==> src/rtl/instr_mem_loader.sv <==
// Boot loader: framed byte stream -> little-endian instruction words.
// Holds the CPU in reset until a full frame with a good checksum lands.
module instr_mem_loader #(
  parameter int DATA_WIDTH = 32,
  parameter int ADDR_WIDTH = 10
) (
  input  logic                  i_clk,
  input  logic                  i_reset_n,
  input  logic [7:0]            i_rx_data,
  input  logic                  i_rx_valid,
  output logic                  o_rx_ready,
  output logic                  o_mem_wr_en,
  output logic [ADDR_WIDTH-1:0] o_mem_wr_addr,
  output logic [DATA_WIDTH-1:0] o_mem_wr_data,
  output logic                  o_cpu_reset_n,
  output logic                  o_busy,
  output logic                  o_done,
  output logic                  o_error
);

  localparam logic [16:0] CAP = 17'(2 ** (ADDR_WIDTH - 2));

  typedef enum logic [2:0] {
    S_LEN_LO,
    S_LEN_HI,
    S_DATA,
    S_CHECK,
    S_DONE,
    S_ERROR
  } state_t;

  state_t      state;
  state_t      state_nxt;
  logic [15:0] len_q;
  logic [15:0] word_idx;
  logic [1:0]  byte_cnt;
  logic [7:0]  xsum;
  logic [23:0] word_buf;
  logic        accept;
  logic [15:0] len_full;
  logic        last_word;

  assign accept    = i_rx_valid & o_rx_ready;
  assign len_full  = {i_rx_data, len_q[7:0]};
  assign last_word = (word_idx == len_q - 16'd1);

  assign o_rx_ready    = (state != S_DONE) && (state != S_ERROR);
  assign o_busy        = (state == S_LEN_HI) || (state == S_DATA) ||
                         (state == S_CHECK);
  assign o_done        = (state == S_DONE);
  assign o_error       = (state == S_ERROR);
  assign o_cpu_reset_n = (state == S_DONE);

  always_ff @(posedge i_clk or negedge i_reset_n) begin
    if (!i_reset_n) state <= S_LEN_LO;
    else            state <= state_nxt;
  end

  always_comb begin
    state_nxt = state;
    unique case (state)
      S_LEN_LO: if (accept) state_nxt = S_LEN_HI;
      S_LEN_HI: begin
        if (accept) begin
          if ({1'b0, len_full} > CAP) state_nxt = S_ERROR;
          else if (len_full == 16'd0) state_nxt = S_CHECK;
          else                        state_nxt = S_DATA;
        end
      end
      S_DATA: begin
        if (accept && byte_cnt == 2'd3 && last_word)
          state_nxt = S_CHECK;
      end
      S_CHECK: begin
        if (accept)
          state_nxt = (i_rx_data == xsum) ? S_DONE : S_ERROR;
      end
      default: state_nxt = state;
    endcase
  end

  // Bytes shift in from the top, so after three bytes word_buf = {b2,b1,b0}.
  always_ff @(posedge i_clk or negedge i_reset_n) begin
    if (!i_reset_n) begin
      len_q         <= '0;
      word_idx      <= '0;
      byte_cnt      <= '0;
      xsum          <= '0;
      word_buf      <= '0;
      o_mem_wr_en   <= 1'b0;
      o_mem_wr_addr <= '0;
      o_mem_wr_data <= '0;
    end else begin
      o_mem_wr_en <= 1'b0;
      if (accept) begin
        unique case (state)
          S_LEN_LO: len_q[7:0]  <= i_rx_data;
          S_LEN_HI: len_q[15:8] <= i_rx_data;
          S_DATA: begin
            xsum     <= xsum ^ i_rx_data;
            byte_cnt <= byte_cnt + 2'd1;
            if (byte_cnt == 2'd3) begin
              o_mem_wr_en   <= 1'b1;
              o_mem_wr_addr <= {word_idx[ADDR_WIDTH-3:0], 2'b00};
              o_mem_wr_data <= {i_rx_data, word_buf};
              word_idx      <= word_idx + 16'd1;
            end else begin
              word_buf <= {i_rx_data, word_buf[23:8]};
            end
          end
          default: ;
        endcase
      end
    end
  end

endmodule

==> config.mk <==
export PLATFORM = sky130hd
export DESIGN_NAME = instr_mem_loader
export DESIGN_NICKNAME = d
export VERILOG_FILES = /design/src/rtl/instr_mem_loader.sv
export SDC_FILE = /design/constraint.sdc
export NUM_CORES = 1
export LEC_CHECK = 0
export CAP_MARGIN = 5
export CORE_MARGIN = 2
export CORE_UTILIZATION = 45
export DETAILED_ROUTE_END_ITERATION = 12
export GPL_TIMING_DRIVEN = 0
export PLACE_DENSITY = 0.67
export SLEW_MARGIN = 20
export SYNTH_ARGS = -nofsm -noshare
export SYNTH_HDL_FRONTEND = slang
export SYNTH_SLANG_ARGS = --single-unit
==> constraint.sdc <==
create_clock -name i_clk -period 6.12 [get_ports i_clk]
set_input_delay 1.224 -clock i_clk [delete_from_list [all_inputs] [get_ports i_clk]]
set_output_delay 1.224 -clock i_clk [all_outputs]
set_load 0.01 [all_outputs]
==> flow_metrics.env, run 1 <==
export IMPL_period_minus_slack_ns=3.66
export IMPL_synth_top_cell_by_area="dfrtp_1"
export IMPL_intPower_mw=1.01
export IMPL_synth_edff_count=0
export IMPL_grtUsageMet1=0.256
export IMPL_ant_nets=0
export IMPL_cts_resized=0
export IMPL_drc_errors=0
export IMPL_slew_violations=0
export IMPL_crit_start="i_rx_valid"
export IMPL_synth_cells=441
export IMPL_area_growth_pct=19.1
export IMPL_met3_usage=0.0313
export IMPL_fill_cells=981
export IMPL_finalWirelength_mm=10.3
export IMPL_yosysSeqAreaShare=0.560
export IMPL_antenna_found_initial=0
export IMPL_post_cts_setup_buffer_count=0
export IMPL_end_kind="register"
export IMPL_numCtsBuffers=9
export IMPL_hold_viol_final=0
export IMPL_multi_input_area_sq_mm=0.00204
export IMPL_finClkSkew_ns=0.00846
export IMPL_grtUsageMet2=0.299
export IMPL_p_per_area_mw_per_mm2=238
export IMPL_switchingPower_mw=0.384
export IMPL_r2r_start="state[0]"
export IMPL_grt_ovfl_total=0
export IMPL_rsz0062_at_grt="false"
export IMPL_grt_pass1_vias=3386
export IMPL_min_period_over_period=0.599
export IMPL_critPathLaunchType="primary input"
export IMPL_cp_max_fo=10
export IMPL_tightest_slew_ns=0.931
export IMPL_peakVddDrop_mv=0.125
export IMPL_diodes=0
export IMPL_synth_common_cells="dfrtp_1, nand2_1, mux2_2"
export IMPL_cts_root_buffer="clkbuf_8"
export IMPL_initial_core_util=0.457
export IMPL_die_area_sq_mm=0.0118
export IMPL_hold_path_class="reg -> reg"
export IMPL_cts_sinks=110
export IMPL_synth_distinct_cells=43
export IMPL_pin_count=59
export IMPL_avgSynthCellArea_sq_um=11.1
export IMPL_htreeDepth=3
export IMPL_synthTopCellsByArea="dfrtp_1, mux2_2, nand2_1, xnor2_1, xor2_1"
export IMPL_slew_headroom=0.371
export IMPL_port_buffers=55
export IMPL_viasPerCell=5.20
export IMPL_num_vias=3403
export IMPL_ys_flop_type="dfrtp_1"
export IMPL_pwr_share_clk=0.294
export IMPL_wl_per_cell_microns=15.7
export IMPL_yosysMostFrequentCell="dfrtp_1"
export IMPL_grt_max_degree=63
export IMPL_swShare=0.276
export IMPL_cts_hold_buf=0
export IMPL_core_area_sq_mm=0.0107
export IMPL_setup_violations=0
export IMPL_top_usage_layer="met2"
export IMPL_syn_area_sq_mm=0.00492
export IMPL_p_comb_frac=0.119
export IMPL_clk_pin_slew_ns=0.10
export IMPL_timing_fmax_mhz=273
export IMPL_clk_path_buf_depth=2
export IMPL_crit_arrival_ns=3.93
export IMPL_async_flop_share=1.00
export IMPL_rows=38
export IMPL_register_area_sq_mm=0.00275
export IMPL_outcome="finished, final reports clean"
export IMPL_critical_path_class="in -> reg"
export IMPL_die_w_microns=109
export IMPL_routabilityCongestion=0.854
export IMPL_grt_first_pass_wirelength_mm=16.9
export IMPL_drt_first_iter_violations=114
export IMPL_worstSkewPairLatency_ns=0.37
export IMPL_maxCapViolations=0
export IMPL_synth_top_area_frac=0.560
export IMPL_hp_start="word_buf[5]"
export IMPL_fin_nets=523
export IMPL_required_ns=6.39
export IMPL_drive_gt1_frac=0.158
export IMPL_place_detailed_hpwl_mm=7.29
export IMPL_synth_ff_latch_count=110
export IMPL_finalCoreUtilization=0.545
export IMPL_drt_first_pass_iters=5
export IMPL_tns_ns=0
export IMPL_cts_tree="built"
export IMPL_yosysWarningCount=0
export IMPL_p_leak_nw=2.75
export IMPL_die_h_microns=109
export IMPL_pwr_share_seq=0.587
export IMPL_grt_use_total=0.188
## kinds of logic after synthesis
| family | after synthesis | synth area share |
|---|---|---|
| compound gates | 19 | 0.0267 |
| buf+inv | 30 | 0.0262 |
| mux | 54 | 0.123 |
| flops | 110 | 0.560 |
| fa+ha+maj | 3 | 0.00764 |
| simple gates | 172 | 0.163 |
| other cells | 1 | 0.000763 |
| xor+xnor | 52 | 0.0926 |
## power groups by stage
stage                     clock, mW  combinational, mW  sequential (mW)
final                         0.410              0.165            0.819
after global routing          0.453              0.184            0.827
after CTS                     0.422              0.167            0.818
after detailed placement          0              0.166            0.833
after global placement            0              0.158            0.830
after floorplan                   0              0.107            0.819
## area by class of cell
cell class,instances,area share
flip-flops and latches,110,0.470
multi-input cells,302,0.348
repair buffers,56,0.0990
well taps,140,0.0299
clock buffers,9,0.0212
plain buffers,21,0.0162
clock inverters,7,0.00941
inverters,9,0.00577
## layout by cell type (no fill, tap or decap), drive strengths merged, types with 2 or more instances in the layout
| master | netlist | final |
|---|---|---|
| xor2 | 18 | 18 |
| clkdlybuf4s50 | 0 | 54 |
| ha | 3 | 3 |
| nor3b | 2 | 2 |
| mux2i | 2 | 2 |
| dfrtp | 110 | 110 |
| nand4 | 10 | 10 |
| or4 | 2 | 2 |
| a21o | 2 | 2 |
| mux2 | 52 | 52 |
| nor4 | 9 | 9 |
| nor2 | 15 | 15 |
| or3 | 4 | 4 |
| and3 | 2 | 2 |
| clkinvlp | 0 | 2 |
| o21ai | 6 | 6 |
| nor3 | 7 | 7 |
| xnor2 | 34 | 34 |
| a21oi | 3 | 3 |
| clkbuf | 13 | 22 |
| nand3 | 6 | 6 |
| conb | 1 | 2 |
| inv | 9 | 13 |
| nand4b | 2 | 2 |
| nor4b | 2 | 2 |
| nand2 | 101 | 101 |
| nor2b | 3 | 3 |
| buf | 8 | 10 |
| nand3b | 2 | 2 |
## path summary, 6_finish.rpt
check / endpoint / slack, ns / cells past startpoint
max reg2reg: o_mem_wr_data[18] / 3.27 / 7
min in group asynchronous: word_idx[9] / 0.77 / 1
max: o_mem_wr_data[18] / 2.46 / 7
min: o_mem_wr_data[5] / 0.48 / 2
min reg2reg: o_mem_wr_data[5] / 0.48 / 2
max in group asynchronous: word_buf[21] / 4.70 / 2
## state kept, by name, summed over array words and instances, names as in the netlist
name,cells
state,3
len_q,16
word_idx,16
byte_cnt,2
o_mem_wr_en,1
xsum,8
o_mem_wr_addr,8
o_mem_wr_data,32
word_buf,24
## through the flow
stage / hold slack (ns) / worst slack [ns] / std cells / cell area (sq um) / power (mW)
floorplan: 0.435 / 3.37 / 442 / 4920 / 0.926
global placement: 0.456 / -0.255 / 637 / 5650 / 0.987
detailed placement: 0.459 / 2.01 / 638 / 5670 / 0.998
CTS: 0.484 / 2.41 / 654 / 5850 / 1.41
global route: 0.494 / 2.18 / 654 / 5850 / 1.46
finish: 0.482 / 2.46 / 654 / 5850 / 1.39
## metal layers
metal | up-vias | wire, microns
met2 | 70 | 5030
met4 | 0 | 264
met1 | 1697 | 4690
li1 | 1614 | -
met3 | 22 | 286
met5 | - | 0
## critical path: stages
cell             delay [ns]
clkdlybuf4s50_1        0.52
nor4bb_1               0.82
nand2_1                0.46
clkbuf_1               0.38
clkbuf_1               0.32
nand2_1                0.13
nand2_1                0.06
(Power assumes the default switching activity.)
==> run 2: changes to the inputs <==
==> constraint.sdc (replaced) <==
create_clock -name i_clk -period 3.8 [get_ports i_clk]
set_input_delay 0.76 -clock i_clk [delete_from_list [all_inputs] [get_ports i_clk]]
set_output_delay 0.76 -clock i_clk [all_outputs]
set_load 0.01 [all_outputs]
==> results of run 2 <==
The final DEF is identical to that of run 1. Status: finished, final reports clean.
Among the figures that moved: setup slack after placement 2.01 ns -> 0.154 ns; setup slack after layout 2.46 ns -> 0.600 ns; hold slack 0.482 ns -> 0.308 ns; register-to-register setup slack 3.27 ns -> 0.95 ns; total power 1.39 mW -> 2.24 mW; worst IR drop on VDD 0.125 mV -> 0.202 mV
==> variant 1: new RTL, flow settings as in run 1 <==
The 6 states of `state_t` get a one-hot encoding in 6 bits.
--- a/src/rtl/instr_mem_loader.sv
+++ b/src/rtl/instr_mem_loader.sv
@@ -21,11 +21,11 @@
   localparam logic [16:0] CAP = 17'(2 ** (ADDR_WIDTH - 2));
 
-  typedef enum logic [2:0] {
-    S_LEN_LO,
-    S_LEN_HI,
-    S_DATA,
-    S_CHECK,
-    S_DONE,
-    S_ERROR
+  typedef enum logic [5:0] {
+    S_LEN_LO = 6'b000001,
+    S_LEN_HI = 6'b000010,
+    S_DATA   = 6'b000100,
+    S_CHECK  = 6'b001000,
+    S_DONE   = 6'b010000,
+    S_ERROR  = 6'b100000
   } state_t;
 
Behaviour: same outputs for any inputs over 10 cycles, from zero or initial values and one cycle with i_reset_n low; not proved beyond that.
==> variant 1 against run 1 <==
  * Cell count increased by 12%
  * Sequential cell count rose by 3
  * Via count up 12%
  * Hold slack got worse by 9.4 ps
  * Worst setup slack improved by 86 ps
  * Critical path depth is 2 higher
  * Sequential power barely moved
  * Wire length rose by 12%
  * Synthesized area is 6.0% higher
  * Register-to-register slack better by 150 ps
  * First-iteration DRC count up 98%
  * Final area grew 11%
  * Total power is 42% higher
  * Critical endpoint is now o_mem_wr_data[28]
  * Largest cell class unchanged
  * Largest power group is now the clock network
==> variant 1: results <==
[place]
dp_hpwl_mm = 7.912
dpl.cell_count = 703
dpl_cell_area_um2 = 5972
gp_congestion = 0.8792
dp_slack_ps = 2073

[global_routing]
grt_pass1_vias = 3891
use_met3 = 0.04246
grt_pass1_wl_mm = 19.67
grt_use_total = 0.1998
met1_usage = 0.2750
grt_max_degree = 72
grt_util_met2 = 0.3110
antenna_found_initial = 0

[detailed_routing]
dr.pass1.iters = 4
wirelength_mm = 11.47
initialDrtViolationCount = 226
dr_wl_met2_mm = 5.382
top_layer = met4
dr_wl_met3_um = 339
m1WireLength_mm = 5.522
wl_per_cell_um = 15.67
viasPerCell = 5.221

[cts]
insertion_delay_ps = 410
clock_path_buffers = 2
cts_buffers = 17
cts_htree_levels = 4
clockRootBuffer = clkbuf_16
clkTransAtPathRegs_ps = 50

[layout]
final_nets = 593
drive_gt1_frac = 0.1138

[synth]
seq_area_frac_synth = 0.5430
synthTopCellsByCount = nand2_1 (141), dfrtp_1 (112), xnor2_1 (27), xor2_1 (24), mux2_1 (22)
synth-compound-area-share = 0.03770
syn_avg_cell_area_um2 = 10.36
yosysUniqueCellTypes = 53
synth_area_leaders = dfrtp_1 (54%), nand2_1 (10%), mux2_1 (4.8%)
synth_xor_area_frac = 0.08573
synth-adder-area-share = 0.007205
synth_mux_area_frac = 0.09246

[critical_path]
crit_path_max_incr_delay_ps = 520
worstPathArrival_ps = 3930
worst_path_max_delay_cell = clkdlybuf4s50_1

[power]
leakage_nw = 3.166
max-vdd-ir-drop_uv = 178.3

[outcome]
outcome = finished, final reports clean

[timing]
worst_pin_slew_ps = 603.3
skew_ps = 15.48

[hold_path]
worstHoldPathType = register to register
[variant 1: cell types whose count changed after synthesis, sizes merged, moves of 3 or more]
cell | before | now
a21oi | 3 | 6
buf | 8 | 12
mux2 | 52 | 41
nand2 | 101 | 141
nand2b | 1 | 7
nand3 | 6 | 13
nand4 | 10 | 13
nor2 | 15 | 18
nor3b | 2 | 5
xnor2 | 34 | 27
xor2 | 18 | 24
[variant 1: logic make-up (layout without fill, tap and decap cells)]
kind of cell / count (synthesis) / count (layout)
multiplexers: 43 / 43
XOR/XNOR: 51 / 51
AND/OR/NAND/NOR: 231 / 231
adder cells (fa/ha/maj): 3 / 3
buffers and inverters: 32 / 117
other: 1 / 2
flip-flops: 113 / 113
AO/OA/AOI/OAI: 29 / 29
[variant 1: final timing paths]
kind	from	to	slack, ps	cells after the start
max	i_rx_valid	o_mem_wr_data[28]	2540	9
max reg2reg	state[5]	o_mem_wr_data[28]	3420	8
max in group asynchronous	i_reset_n	word_buf[5]	4720	2
min in group asynchronous	i_reset_n	word_idx[15]	740	1
min	o_mem_wr_addr[4]	o_mem_wr_addr[4]	470	2
min reg2reg	o_mem_wr_addr[4]	o_mem_wr_addr[4]	470	2
[variant 1: where the power goes]
| group | internal, W | switching [W] |
|---|---|---|
| registers | 0.000784 | 0.0000356 |
| clock network | 0.000536 | 0.000325 |
| logic | 0.000141 | 0.000163 |
| total | 0.00146 | 0.000523 |
[variant 1: layout make-up]
cell class                      count  area, um2
Sequential cell                   113       2829
Clock inverter                      7      37.54
Clock buffer                       22      474.2
Buffer                             24      121.4
Fill cell                        1016       4886
Multi-Input combinational cell    359       2233
Timing Repair Buffer               56      579.3
Tap cell                          143      178.9
Inverter                            8      30.03
==> variant 2: new RTL, config.mk and constraints of run 1 <==
Made on the original files. `ADDR_WIDTH`: 10 -> 12.
--- a/src/rtl/instr_mem_loader.sv
+++ b/src/rtl/instr_mem_loader.sv
@@ -3,5 +3,5 @@
 module instr_mem_loader #(
   parameter int DATA_WIDTH = 32,
-  parameter int ADDR_WIDTH = 10
+  parameter int ADDR_WIDTH = 12
 ) (
   input  logic                  i_clk,
Ports: changed (resized o_mem_wr_addr); port bits go from 59 to 61. The function was not compared with the original's and may differ.
==> variant 2 against run 1 <==
  * Sequential cell count increased by 2
  * Wire length down 0.31%
  * Critical path depth decreased by 1
  * Utilization rose by 1.5 points
  * Sequential share of layout area decreased by 1.3 points
  * Synthesized area increased by 3.2%
  * Final area rose by 4.6%
  * Global-route usage is 0.44 points lower
  * Total power is 3.6% higher
  * Worst setup slack gained 620 ps
==> variant 2: results <==
[critical_path]
cp_max_fo = 8
worstPathArrival_ps = 3280
rrSetupSlack_ps = 3720

[global_routing]
grt_pass1_wl_mm = 16.91
grt_use_total = 0.1839
grt_pass1_vias = 3381

[power]
p_clk_frac = 0.373
comb-power_w = 0.000124
p_int_w = 0.001086
max-vdd-ir-drop_uv = 143.7
leakage_nw = 2.955

[synth]
syn_inst = 447
synth_area_leaders = dfrtp_1 (55%), mux2_1 (8.4%), nand2_1 (7.3%)
seq_area_frac_synth = 0.5527
synth_mux_area_frac = 0.1244

[timing]
skew_ps = 10.04
worst_pin_slew_ps = 621.5
max_freq_mhz = 328.6

[detailed_routing]
wirelength_mm = 10.24
dr_total_vias = 3492
viasPerCell = 5.275

[place]
dp_slack_ps = 2715
dpl_cell_area_um2 = 5859
dpl.cell_count = 647
dp_hpwl_mm = 7.377

[layout]
finish.utilization = 0.5600
drive_gt1_frac = 0.09770
seq_share = 0.4577
multi_input_area_share = 0.3482
clk_share = 0.04311
multi_input_cells = 306
layout.nonclk_buf_frac = 0.1181
final_nets = 532

[floorplanning]
core_um2 = 10940

[outcome]
outcome = finished, final reports clean

[cts]
clockRootBuffer = clkbuf_16
insertion_delay_ps = 350
==> variant 2: worst paths after layout <==
kind	depth (start not counted)	from	end
hold / removal	2	word_buf[6]	o_mem_wr_data[6]
setup reg to reg	9	len_q[0]	state[0]
min in group asynchronous	1	i_reset_n	o_mem_wr_data[14]
hold reg to reg	2	word_buf[6]	o_mem_wr_data[6]
max in group asynchronous	2	i_reset_n	word_idx[14]
setup / recovery	6	i_rx_data[3]	state[0]
==> variant 2: critical path: stages <==
cell	delay, ps
clkdlybuf4s50_1	620
or4_1	650
a2111oi_4	380
o311ai_1	170
a21oi_1	180
a21oi_1	60
==> variant 2: per-layer routing <==
layer | GRT usage | routed length [um] | part of all wire | up-vias
li1 | - | - | - | 1659
met1 | 0.2500 | 4791 | 0.47 | 1749
met2 | 0.2918 | 4979 | 0.49 | 72
met3 | 0.03645 | 328 | 0.032 | 12
met4 | 0.07143 | 144 | 0.014 | 0
met5 | 0 | 0 | 0 | -
